### src/rtl/nyq_pkg.sv
// Shared types and default sizes for the NYQ sample-buffer frame sequencer.
package nyq_pkg;

    localparam int unsigned NYQ_ADDR_W = 8;
    localparam int unsigned NYQ_DATA_W = 16;

    typedef enum logic [1:0] {
        StIdle,
        StCapture,
        StDrain
    } nyq_state_e;

endpackage

### src/rtl/nyq_addr_cnt.sv
// Buffer address down-counter: synchronous load-to-max, decrement enable, zero flag.
module nyq_addr_cnt #(
    parameter int unsigned ADDR_W = 8
) (
    input  logic              Clk_CI,
    input  logic              Rst_RBI,
    input  logic              Load_SI,
    input  logic              Dec_SI,
    output logic [ADDR_W-1:0] Cnt_DO,
    output logic              Zero_SO
);

    logic [ADDR_W-1:0] cnt_d, cnt_q;

    // Load wins over decrement so the wrap from 0 is always an explicit reload.
    always_comb begin
        cnt_d = cnt_q;
        if (Load_SI) begin
            cnt_d = '1;
        end else if (Dec_SI) begin
            cnt_d = cnt_q - ADDR_W'(1);
        end
    end

    always_ff @(posedge Clk_CI or negedge Rst_RBI) begin
        if (!Rst_RBI) begin
            cnt_q <= '1;
        end else begin
            cnt_q <= cnt_d;
        end
    end

    assign Cnt_DO  = cnt_q;
    assign Zero_SO = (cnt_q == '0);

endmodule

### src/rtl/nyq_frame_seq.sv
// NYQ frame sequencer: captures 2^ADDR_W samples into the buffer RAM, then drains
// them in capture order over a valid/ready stream.
module nyq_frame_seq
    import nyq_pkg::*;
#(
    parameter int unsigned ADDR_W = NYQ_ADDR_W,
    parameter int unsigned DATA_W = NYQ_DATA_W
) (
    input  logic              Clk_CI,
    input  logic              Rst_RBI,
    input  logic              Start_SI,
    input  logic              Abort_SI,
    input  logic              SmpValid_SI,
    input  logic [DATA_W-1:0] SmpData_DI,
    output logic              MemWrEn_SO,
    output logic              MemRdEn_SO,
    output logic [ADDR_W-1:0] MemAddr_DO,
    output logic [DATA_W-1:0] MemWrData_DO,
    input  logic [DATA_W-1:0] MemRdData_DI,
    output logic              OutValid_SO,
    input  logic              OutReady_SI,
    output logic [DATA_W-1:0] OutData_DO,
    output logic              Busy_SO,
    output logic              Done_SO,
    output logic              Overrun_SO
);

    nyq_state_e state_d, state_q;

    logic              rd_pending_d, rd_pending_q;
    logic              rd_done_d, rd_done_q;
    logic              out_valid_d, out_valid_q;
    logic [DATA_W-1:0] out_data_d, out_data_q;
    logic              skid_valid_d, skid_valid_q;
    logic [DATA_W-1:0] skid_data_d, skid_data_q;
    logic              done_d, done_q;
    logic              overrun_d, overrun_q;

    logic              mem_wr_en, mem_rd_en, busy;
    logic              start_acc, last_hs;
    logic              cnt_load, cnt_dec, cnt_zero;
    logic [ADDR_W-1:0] cnt;

    nyq_addr_cnt #(
        .ADDR_W (ADDR_W)
    ) u_addr_cnt (
        .Clk_CI  (Clk_CI),
        .Rst_RBI (Rst_RBI),
        .Load_SI (cnt_load),
        .Dec_SI  (cnt_dec),
        .Cnt_DO  (cnt),
        .Zero_SO (cnt_zero)
    );

    assign start_acc = (state_q == StIdle) & Start_SI & ~Abort_SI;
    // Final handshake: address 0 already read and nothing left in flight.
    assign last_hs   = (state_q == StDrain) & ~Abort_SI & out_valid_q & OutReady_SI
                     & rd_done_q & ~rd_pending_q & ~skid_valid_q;

    always_ff @(posedge Clk_CI or negedge Rst_RBI) begin
        if (!Rst_RBI) begin
            state_q <= StIdle;
        end else begin
            state_q <= state_d;
        end
    end

    always_comb begin
        state_d = state_q;
        if (Abort_SI) begin
            state_d = StIdle;
        end else begin
            unique case (state_q)
                StIdle:    if (Start_SI) state_d = StCapture;
                StCapture: if (mem_wr_en && cnt_zero) state_d = StDrain;
                StDrain:   if (last_hs) state_d = StIdle;
                default:   state_d = StIdle;
            endcase
        end
    end

    always_comb begin
        mem_wr_en = 1'b0;
        mem_rd_en = 1'b0;
        busy      = 1'b1;
        unique case (state_q)
            StIdle:    busy = 1'b0;
            StCapture: mem_wr_en = SmpValid_SI & ~Abort_SI;
            StDrain:   mem_rd_en = ~Abort_SI & ~rd_done_q
                                 & (~rd_pending_q | ~out_valid_q | OutReady_SI)
                                 & (~out_valid_q | OutReady_SI);
            default:   busy = 1'b0;
        endcase
    end

    always_comb begin
        cnt_load = Abort_SI | start_acc | ((mem_wr_en | mem_rd_en) & cnt_zero);
        cnt_dec  = mem_wr_en | mem_rd_en;
    end

    // A read issued while the output drains can land on a stalled output
    // register; the skid slot holds it so RAM data is consumed the cycle it
    // appears.
    always_comb begin
        rd_pending_d = mem_rd_en;
        done_d       = last_hs;
        rd_done_d    = rd_done_q;
        overrun_d    = overrun_q;
        out_valid_d  = out_valid_q;
        out_data_d   = out_data_q;
        skid_valid_d = skid_valid_q;
        skid_data_d  = skid_data_q;

        if (Abort_SI || start_acc || last_hs) begin
            rd_done_d = 1'b0;
        end else if (mem_rd_en && cnt_zero) begin
            rd_done_d = 1'b1;
        end

        if (start_acc) begin
            overrun_d = 1'b0;
        end else if ((state_q == StDrain) && SmpValid_SI && !Abort_SI) begin
            overrun_d = 1'b1;
        end

        if (Abort_SI) begin
            out_valid_d  = 1'b0;
            skid_valid_d = 1'b0;
        end else if (!out_valid_q || OutReady_SI) begin
            if (skid_valid_q) begin
                out_valid_d  = 1'b1;
                out_data_d   = skid_data_q;
                skid_valid_d = rd_pending_q;
                if (rd_pending_q) skid_data_d = MemRdData_DI;
            end else if (rd_pending_q) begin
                out_valid_d = 1'b1;
                out_data_d  = MemRdData_DI;
            end else begin
                out_valid_d = 1'b0;
            end
        end else if (rd_pending_q) begin
            skid_valid_d = 1'b1;
            skid_data_d  = MemRdData_DI;
        end
    end

    always_ff @(posedge Clk_CI or negedge Rst_RBI) begin
        if (!Rst_RBI) begin
            rd_pending_q <= 1'b0;
            rd_done_q    <= 1'b0;
            out_valid_q  <= 1'b0;
            out_data_q   <= '0;
            skid_valid_q <= 1'b0;
            skid_data_q  <= '0;
            done_q       <= 1'b0;
            overrun_q    <= 1'b0;
        end else begin
            rd_pending_q <= rd_pending_d;
            rd_done_q    <= rd_done_d;
            out_valid_q  <= out_valid_d;
            out_data_q   <= out_data_d;
            skid_valid_q <= skid_valid_d;
            skid_data_q  <= skid_data_d;
            done_q       <= done_d;
            overrun_q    <= overrun_d;
        end
    end

    assign MemWrEn_SO   = mem_wr_en;
    assign MemRdEn_SO   = mem_rd_en;
    assign MemAddr_DO   = cnt;
    assign MemWrData_DO = SmpData_DI;
    assign OutValid_SO  = out_valid_q;
    assign OutData_DO   = out_data_q;
    assign Busy_SO      = busy;
    assign Done_SO      = done_q;
    assign Overrun_SO   = overrun_q;

endmodule
### config.mk
export PLATFORM = sky130hd
export DESIGN_NAME = nyq_frame_seq
export DESIGN_NICKNAME = d
export VERILOG_FILES = /design/src/rtl/nyq_pkg.sv /design/src/rtl/nyq_addr_cnt.sv /design/src/rtl/nyq_frame_seq.sv
export SDC_FILE = /design/constraint.sdc
export NUM_CORES = 1
export LEC_CHECK = 0
export CORE_MARGIN = 5
export CORE_UTILIZATION = 40
export CTS_BUF_LIST = sky130_fd_sc_hd__clkbuf_16
export DETAILED_ROUTE_END_ITERATION = 10
export PLACE_DENSITY = 0.77
export SYNTH_ARGS = -nofsm -noshare
export SYNTH_HDL_FRONTEND = slang
export SYNTH_SLANG_ARGS = --single-unit
### constraint.sdc
create_clock -name Clk_CI -period 3 [get_ports Clk_CI]
set_clock_uncertainty 0.15 [all_clocks]
set_input_delay 0.45 -clock Clk_CI [delete_from_list [all_inputs] [get_ports Clk_CI]]
set_output_delay 0.45 -clock Clk_CI [all_outputs]
set_load 0.05 [all_outputs]
* After elaboration in Yosys (flattened, before gate mapping)
Cells that the tools add are included.
** Cells by class
- Bitwise gates (word level) :: 24
- Reductions and logical operators :: 21
- Muxes and demuxes :: 27
- Equality and inequality tests :: 6
- $add $sub $neg :: 1
** Operator list (count)
- 16-bit two-way mux :: 5
- 8-bit two-way mux :: 2
- 1-bit two-way mux :: 15
- 1-bit bitwise AND :: 13
- 2-bit nonzero test :: 5
- 3-bit != test, second input constant :: 3
- 8-bit zero test :: 1
- 2-bit two-way mux :: 4
- 8-bit by 1-bit subtractor with 8-bit output, second input constant :: 1
- 1-bit bitwise OR :: 6
- 2-bit case mux with 3 select lines :: 1
- 3-bit AND reduction :: 2
- 1-bit inverter :: 5
- 1-bit logical AND :: 4
- 1-bit logical OR :: 3
- 3-bit nonzero test :: 1
- 2-bit by 1-bit == test with 1-bit output, second input constant :: 1
- 2-bit == test, second input constant :: 1
- 1-bit zero test :: 2
- 2-bit zero test :: 1
- 2-bit != test, second input constant :: 1
- 2-bit AND reduction :: 1
- 2-bit OR reduction :: 1
** Word-level totals
- Input port bits :: 38
- Logic and storage cells :: 89
- Output and inout port bits :: 46
- Flip-flop bits (word level) :: 48

* Logic depth before layout (Yosys ltp)
Gate-level depths: netlist of run 1.
- Word-level depth :: 10
- Mapped depth :: 7
- Gate-level depth less buffers :: 6

* Hierarchy
A second synthesis of run 1 with hierarchy kept.
** Second synthesis, totals
- Cell total of the unflattened synthesis :: 206
- Area, all modules :: 2333.5 um2
** By module, submodules not included
- nyq_frame_seq :: cells each 166, times used 1, seq. area each 1001.0 um2, area each 1908.1 um2
- nyq_addr_cnt :: cells each 40, times used 1, seq. area each 210.2 um2, area each 425.4 um2

* Worst setup path before layout of run 1
OpenSTA, ideal clock, no wires.
- Path kind :: flip-flop to output port
- Start :: reg out_valid_q, in the netlist OutValid_SO
- End :: out MemRdEn_SO
- Buffers on the path :: 1
- Cell stages (with the launch flop) :: 4
- Arrival :: 2.070 ns
- Required time :: 2.400 ns
- Slack :: 0.330 ns
- Path through :: dfrtp_1 nor2b_1 clkbuf_1 nor3_1
** On the way
- Cells in the longest elaborated chain, start to end :: 6
- Elaborated cells on any way between the ends :: 7
- Those cells by class :: mux: 1; bitwise: 6
** Ends and longest elaborated chain
- start, declared :: RTL line nyq_frame_seq.sv:32 : logic out_valid_d, out_valid_q;
- start signal, assigned :: RTL line nyq_frame_seq.sv:160 : out_valid_q <= out_valid_d;
- 1-bit inverter * :: RTL line nyq_frame_seq.sv:90, nyq_frame_seq.sv:91
- 1-bit bitwise OR (2 in series) :: RTL line nyq_frame_seq.sv:90 : & (~rd_pending_q | ~out_valid_q | OutReady_SI)
- 1-bit bitwise AND :: RTL line nyq_frame_seq.sv:90
- 1-bit bitwise AND * :: RTL line nyq_frame_seq.sv:91 : & (~out_valid_q | OutReady_SI);
- 1-bit two-way mux * :: RTL line nyq_frame_seq.sv:86 : unique case (state_q)
- end, declared :: RTL line nyq_frame_seq.sv:16 : output logic MemRdEn_SO,
Every way passes the cells marked *; elsewhere a longest branch is shown, timed or not.

* Final worst setup path of run 1
- Start :: in Abort_SI
- End :: out MemRdEn_SO
** On the way
- Cells in the longest elaborated chain, start to end :: 5
** Ends and longest elaborated chain
- start, declared :: RTL line nyq_frame_seq.sv:12 : input logic Abort_SI,
- 1-bit inverter (no source line)
- 1-bit bitwise AND :: RTL line nyq_frame_seq.sv:89 : StDrain: mem_rd_en = ~Abort_SI & ~rd_done_q
- 1-bit bitwise AND :: RTL line nyq_frame_seq.sv:90
- 1-bit bitwise AND :: RTL line nyq_frame_seq.sv:91
- 1-bit two-way mux :: RTL line nyq_frame_seq.sv:86
No other way between the ends.

==> results of run 1 <==
## per-layer routing
metal / vias up / global-route usage / wire length (µm)
met3: 2 / 0.0574 / 371
met4: 0 / 0.0321 / 19
met5: - / 0 / 0
li1: 839 / - / -
met2: 53 / 0.227 / 2390
met1: 833 / 0.178 / 2220
## through the flow
stage	instance area (µm²)	power, mW
6_report	3040	2.62
3_5_place_dp	2900	2.09
5_1_grt	3040	2.78
2_1_floorplan	2410	1.73
3_3_place_gp	2900	2.06
4_1_cts	3040	2.66
## flip-flops by register name, summed over array words and instances, names as in the netlist
name / cells
skid_data_q: 16
u_addr_cnt.Cnt_DO: 8
state_q: 2
skid_valid_q: 1
OutData_DO: 16
rd_pending_q: 1
Done_SO: 1
OutValid_SO: 1
rd_done_q: 1
Overrun_SO: 1
## worst max path at each step
stage                                  startpoint          to  slack [ns]  cells past startpoint
after global routing                     Abort_SI  MemRdEn_SO        0.40                      4
after floorplan           OutValid_SO$_DFFE_PN0P_  MemRdEn_SO        0.33                      3
final                                    Abort_SI  MemRdEn_SO        0.45                      4
after global placement                   Abort_SI  MemRdEn_SO        0.54                      4
after detailed placement                 Abort_SI  MemRdEn_SO        0.46                      4
after CTS                                Abort_SI  MemRdEn_SO        0.46                      4
## placed cells by master, fill, tap and decap left out, types with 2 or more instances in the layout
master / n
a211oi_1: 2
a21oi_1: 22
a31o_2: 2
a31oi_1: 3
and4_1: 2
buf_4: 6
clkbuf_16: 5
clkdlybuf4s50_1: 48
dfrtp_1: 40
dfstp_2: 8
ha_1: 6
inv_1: 10
mux2_2: 16
mux2i_1: 17
nand2_1: 6
nand2b_1: 3
nand4_1: 2
nor2_1: 21
nor2b_1: 2
nor3_1: 3
nor4_1: 3
o21ai_0: 9
## final cells by class
type / instances / area [µm²] / share of cell area
inverter: 10 / 37.5 / 0.0123
tap: 75 / 93.8 / 0.0308
multi-input combinational: 136 / 1010 / 0.331
clock inverter: 3 / 17.5 / 0.00576
timing repair buffer: 56 / 551 / 0.181
sequential: 48 / 1210 / 0.398
clock buffer: 5 / 125 / 0.0411
## report_power, final
part           internal [mW]  switching [mW]
sequential             0.798          0.0978
combinational          0.410           0.762
clock                  0.308           0.241
total                   1.52            1.10
## kinds of logic (layout without fill, tap and decap cells)
family                   Yosys count  in the layout  synth area share
AO/OA/AOI/OAI                     49             49             0.138
flip-flops                        48             48             0.503
AND/OR/NAND/NOR                   47             47            0.0982
buffers and inverters             35             74            0.0806
multiplexers                      33             33             0.146
adder cells (fa/ha/maj)            6              6            0.0312
XOR/XNOR                           1              1           0.00364
## critical path, stage by stage
cell and delay, ns:
clkdlybuf4s50_1 0.59, nand2b_1 0.32, nor3_1 0.38, buf_12 0.20
==> impl_metrics.yaml, run 1 <==
run_status:
  status: "finished, final reports clean"
timing:
  setup_slack_ns: 0.452
  setup_violations: 0
  setup_tns_ns: 0
  worstMarginPinSlew_ns: 0.975
  period_needed_ns: 2.55
  timing.final.max_slew_violations: 0
  holdWs_ns: 0.168
  rsz0062_at_grt: "false"
  slew_headroom: 0.350
  hold_viol_final: 0
  fmax_ghz: 0.392
  fin_crit_sh: 0.849
global_routing:
  grt_pass1_vias: 1751
  grt_pass1_wl_um: 8450
  overflow: 0
  antenna_found_initial: 0
  gr-usage-all-layers: 0.141
  grt_max_degree: 45
power:
  ir_worst_vdd_mv: 0.722
  leakage_nw: 1.30
  powerDensity_nw_per_um2: 860
synthesis:
  ys_seq_elements: 48
  synth_top_area_share: 0.416
  synth_area_leader_cell: "dfrtp_1"
  syn_nets: 263
  synthFlopType: "dfrtp_1"
  ys_warn_count: 0
  synth-edff-count: 0
  synthTopCellsByCount: "dfrtp_1, a21oi_1, nor2_1, mux2i_1"
  syn_area_um2: 2410
  avgSynthCellArea_um2: 11.0
  async_reset_ff_frac: 1.00
  synth_area_leaders: "dfrtp_1, dfstp_2, mux2_2, mux2i_1, buf_4"
  synth_cells: 219
  synth.distinct_cells: 39
  synth_most_common_cell: "dfrtp_1"
  ys_seq_area_frac: 0.503
cts:
  htree_levels: 2
  cts_resized: 0
  clock-sinks: 48
  clk_path_buf_depth: 2
  clk_pin_slew_ns: 0.07
  tritoncts: "built"
  cts_setup_buffers: 0
  cts_root_buf: "clkbuf_16"
  cts_buffers: 5
  insertion_delay_ns: 0.29
  cts_hold_buffers: 0
critical_path:
  worstPathArrival_ns: 1.95
  crit_fanout: 11
  rr_worst_depth: 7
  path_class: "input port to output pin"
  worst_setup_path_end_kind: "output pin"
  reg2reg_from: "state_q[0]$_DFFE_PN0P_"
  worstPathRequired_ns: 2.40
  worstReg2RegEnd: "u_addr_cnt.Cnt_DO[5]$_DFFE_PN1P_"
  r2r_setup_slack_ns: 0.91
  startpoint_type: "input port"
detailed_routing:
  routed_via_density: 5.19
  first_pass_iters: 4
  wl_um: 5010
  drt_iter0_drc: 32
  vias: 1727
  drc: 0
  detail_route.wl_per_cell_um: 15.0
  postRouteAntennaNets: 0
die:
  coreArea_um2: 5890
  num_rows: 28
  io_pins: 84
  die_w_um: 87.6
  initial_core_util: 0.409
  die_area_um2: 7670
  fp.dieH_um: 87.6
placement:
  io_buffers: 51
  place_ws_ns: 0.460
  dpl.cell_count: 325
  gp_routability_congestion: 0.794
  hpwl_um: 3520
layout:
  fillers: 540
  nets: 301
  area_delta_synth_final_pct: 26.4
  num_antenna_cells: 0
  drive_gt1_frac: 0.186
  final_core_util: 0.517
  final_cells: 333
worst_hold_path:
  hold_path_class: "input port to asynchronous set/reset pin"
run:
  max_cap_violations: 0
(Power assumes the default switching activity.)
==> inputs of run 2 (changes only) <==
==> constraint.sdc (replaced) <==
create_clock -name Clk_CI -period 2.6 [get_ports Clk_CI]
set_clock_uncertainty 0.15 [all_clocks]
set_input_delay 0.39 -clock Clk_CI [delete_from_list [all_inputs] [get_ports Clk_CI]]
set_output_delay 0.39 -clock Clk_CI [all_outputs]
set_load 0.05 [all_outputs]
==> impl_metrics.yaml, run 2 (synthesis gave the netlist of run 1 again) <==
timing:
  rsz0062_at_grt: "false"
  holdWs_ns: 0.359
  hold_viol_final: 0
  setup_violations: 0
  worstMarginPinSlew_ns: 0.899
  setup_tns_ns: 0
  slew_headroom: 0.399
  fin_crit_sh: 0.915
  fmax_ghz: 0.420
  timing.final.max_slew_violations: 0
  period_needed_ns: 2.38
power:
  powerDensity_nw_per_um2: 976
  ir_worst_vdd_mv: 0.710
  leakage_nw: 1.32
global_routing:
  grt_pass1_wl_um: 8490
  grt_pass1_vias: 1788
  gr-usage-all-layers: 0.139
  grt_max_degree: 33
  antenna_found_initial: 0
  overflow: 0
detailed_routing:
  drt_iter0_drc: 72
  vias: 1753
  wl_um: 4940
  drc: 0
  first_pass_iters: 4
  routed_via_density: 5.25
  postRouteAntennaNets: 0
  detail_route.wl_per_cell_um: 14.8
critical_path:
  path_class: "flop to output pin"
  worstPathArrival_ns: 1.84
  worst_setup_path_end_kind: "output pin"
  r2r_setup_slack_ns: 0.51
  startpoint_type: "flop"
  crit_fanout: 4
  worstPathRequired_ns: 2.06
worst_hold_path:
  hold_path_class: "flop to flop"
placement:
  place_area_um2: 2930
  gp_routability_congestion: 0.797
  io_buffers: 51
  dpl.cell_count: 325
  hpwl_um: 3540
die:
  die_area_um2: 7670
  die_w_um: 87.6
  fp.dieH_um: 87.6
  initial_core_util: 0.409
  io_pins: 84
  num_rows: 28
  coreArea_um2: 5890
run_status:
  status: "finished, final reports clean"
layout:
  final_core_util: 0.523
  area_delta_synth_final_pct: 28.0
  fillers: 523
  drive_gt1_frac: 0.185
  num_antenna_cells: 0
  nets: 302
  final_common_cell: "clkdlybuf4s50_1"
  stdcell_area_um2: 3080
  final_cell_mix: "clkdlybuf4s50_1, dfrtp_1, a21oi_1"
  final_cells: 334
cts:
  htree_levels: 2
  cts_buffers: 5
  tritoncts: "built"
  clock-sinks: 48
  clk_pin_slew_ns: 0.06
  insertion_delay_ns: 0.28
  cts_root_buf: "clkbuf_16"
  cts_setup_buffers: 0
  clk_path_buf_depth: 2
run:
  max_cap_violations: 0
## run 2: cell types whose count changed in the layout (fill, tap and decap cells not counted), sizes merged
cell and change:
clkinv -1, clkinvlp +1, dlygate4sd3 +1
## run 2: timing repair
| action | CTS | global route |
|---|---|---|
| hold endpoints to repair | 23 | 0 |
| gates resized for setup | 0 | 0 |
| hold buffers | 1 | 0 |
## run 2: metrics by stage
stage / setup WS [ns] / power [mW]
6_report: 0.221 / 3.01
5_1_grt: 0.133 / 3.18
4_1_cts: 0.198 / 3.04
3_5_place_dp: 0.187 / 2.41
3_3_place_gp: 0.219 / 2.39
2_1_floorplan: 0.433 / 2.00
## run 2: layout make-up
cell class / instances / area, µm² / area share
Clock inverter: 3 / 15.0 / 0.00487
Clock buffer: 5 / 125 / 0.0406
Sequential cell: 48 / 1210 / 0.393
Inverter: 10 / 37.5 / 0.0122
Multi-Input combinational cell: 136 / 1010 / 0.329
Tap cell: 75 / 93.8 / 0.0305
Timing Repair Buffer: 57 / 586 / 0.190
## run 2: worst paths after layout
path	startpoint	to	cells past startpoint
max	state_q[0]$_DFFE_PN0P_	Busy_SO	3
min	skid_data_q[13]$_DFFE_PN0P_	skid_data_q[13]$_DFFE_PN0P_	1
max reg2reg	u_addr_cnt.Cnt_DO[0]$_DFFE_PN1P_	state_q[0]$_DFFE_PN0P_	6
min reg2reg	skid_data_q[13]$_DFFE_PN0P_	skid_data_q[13]$_DFFE_PN0P_	1
max in group asynchronous	Rst_RBI	u_addr_cnt.Cnt_DO[7]$_DFFE_PN1P_	3
min in group asynchronous	Rst_RBI	OutData_DO[10]$_DFFE_PN0P_	2
## run 2: layer usage
metal	wire length [µm]	GRT usage
met5	0	0
met4	21	0.0377
met3	328	0.0433
met2	2340	0.219
met1	2250	0.186
## run 2: critical path, stage by stage (launching register included)
cell and delay, ns:
dfrtp_1 0.40, inv_1 0.08, ha_1 0.28, clkdlybuf4s50_1 0.80
## run 2: where the power goes
group	switching, mW	internal [mW]
Combinational	0.877	0.482
Sequential	0.109	0.921
Clock	0.269	0.350
Total	1.25	1.75
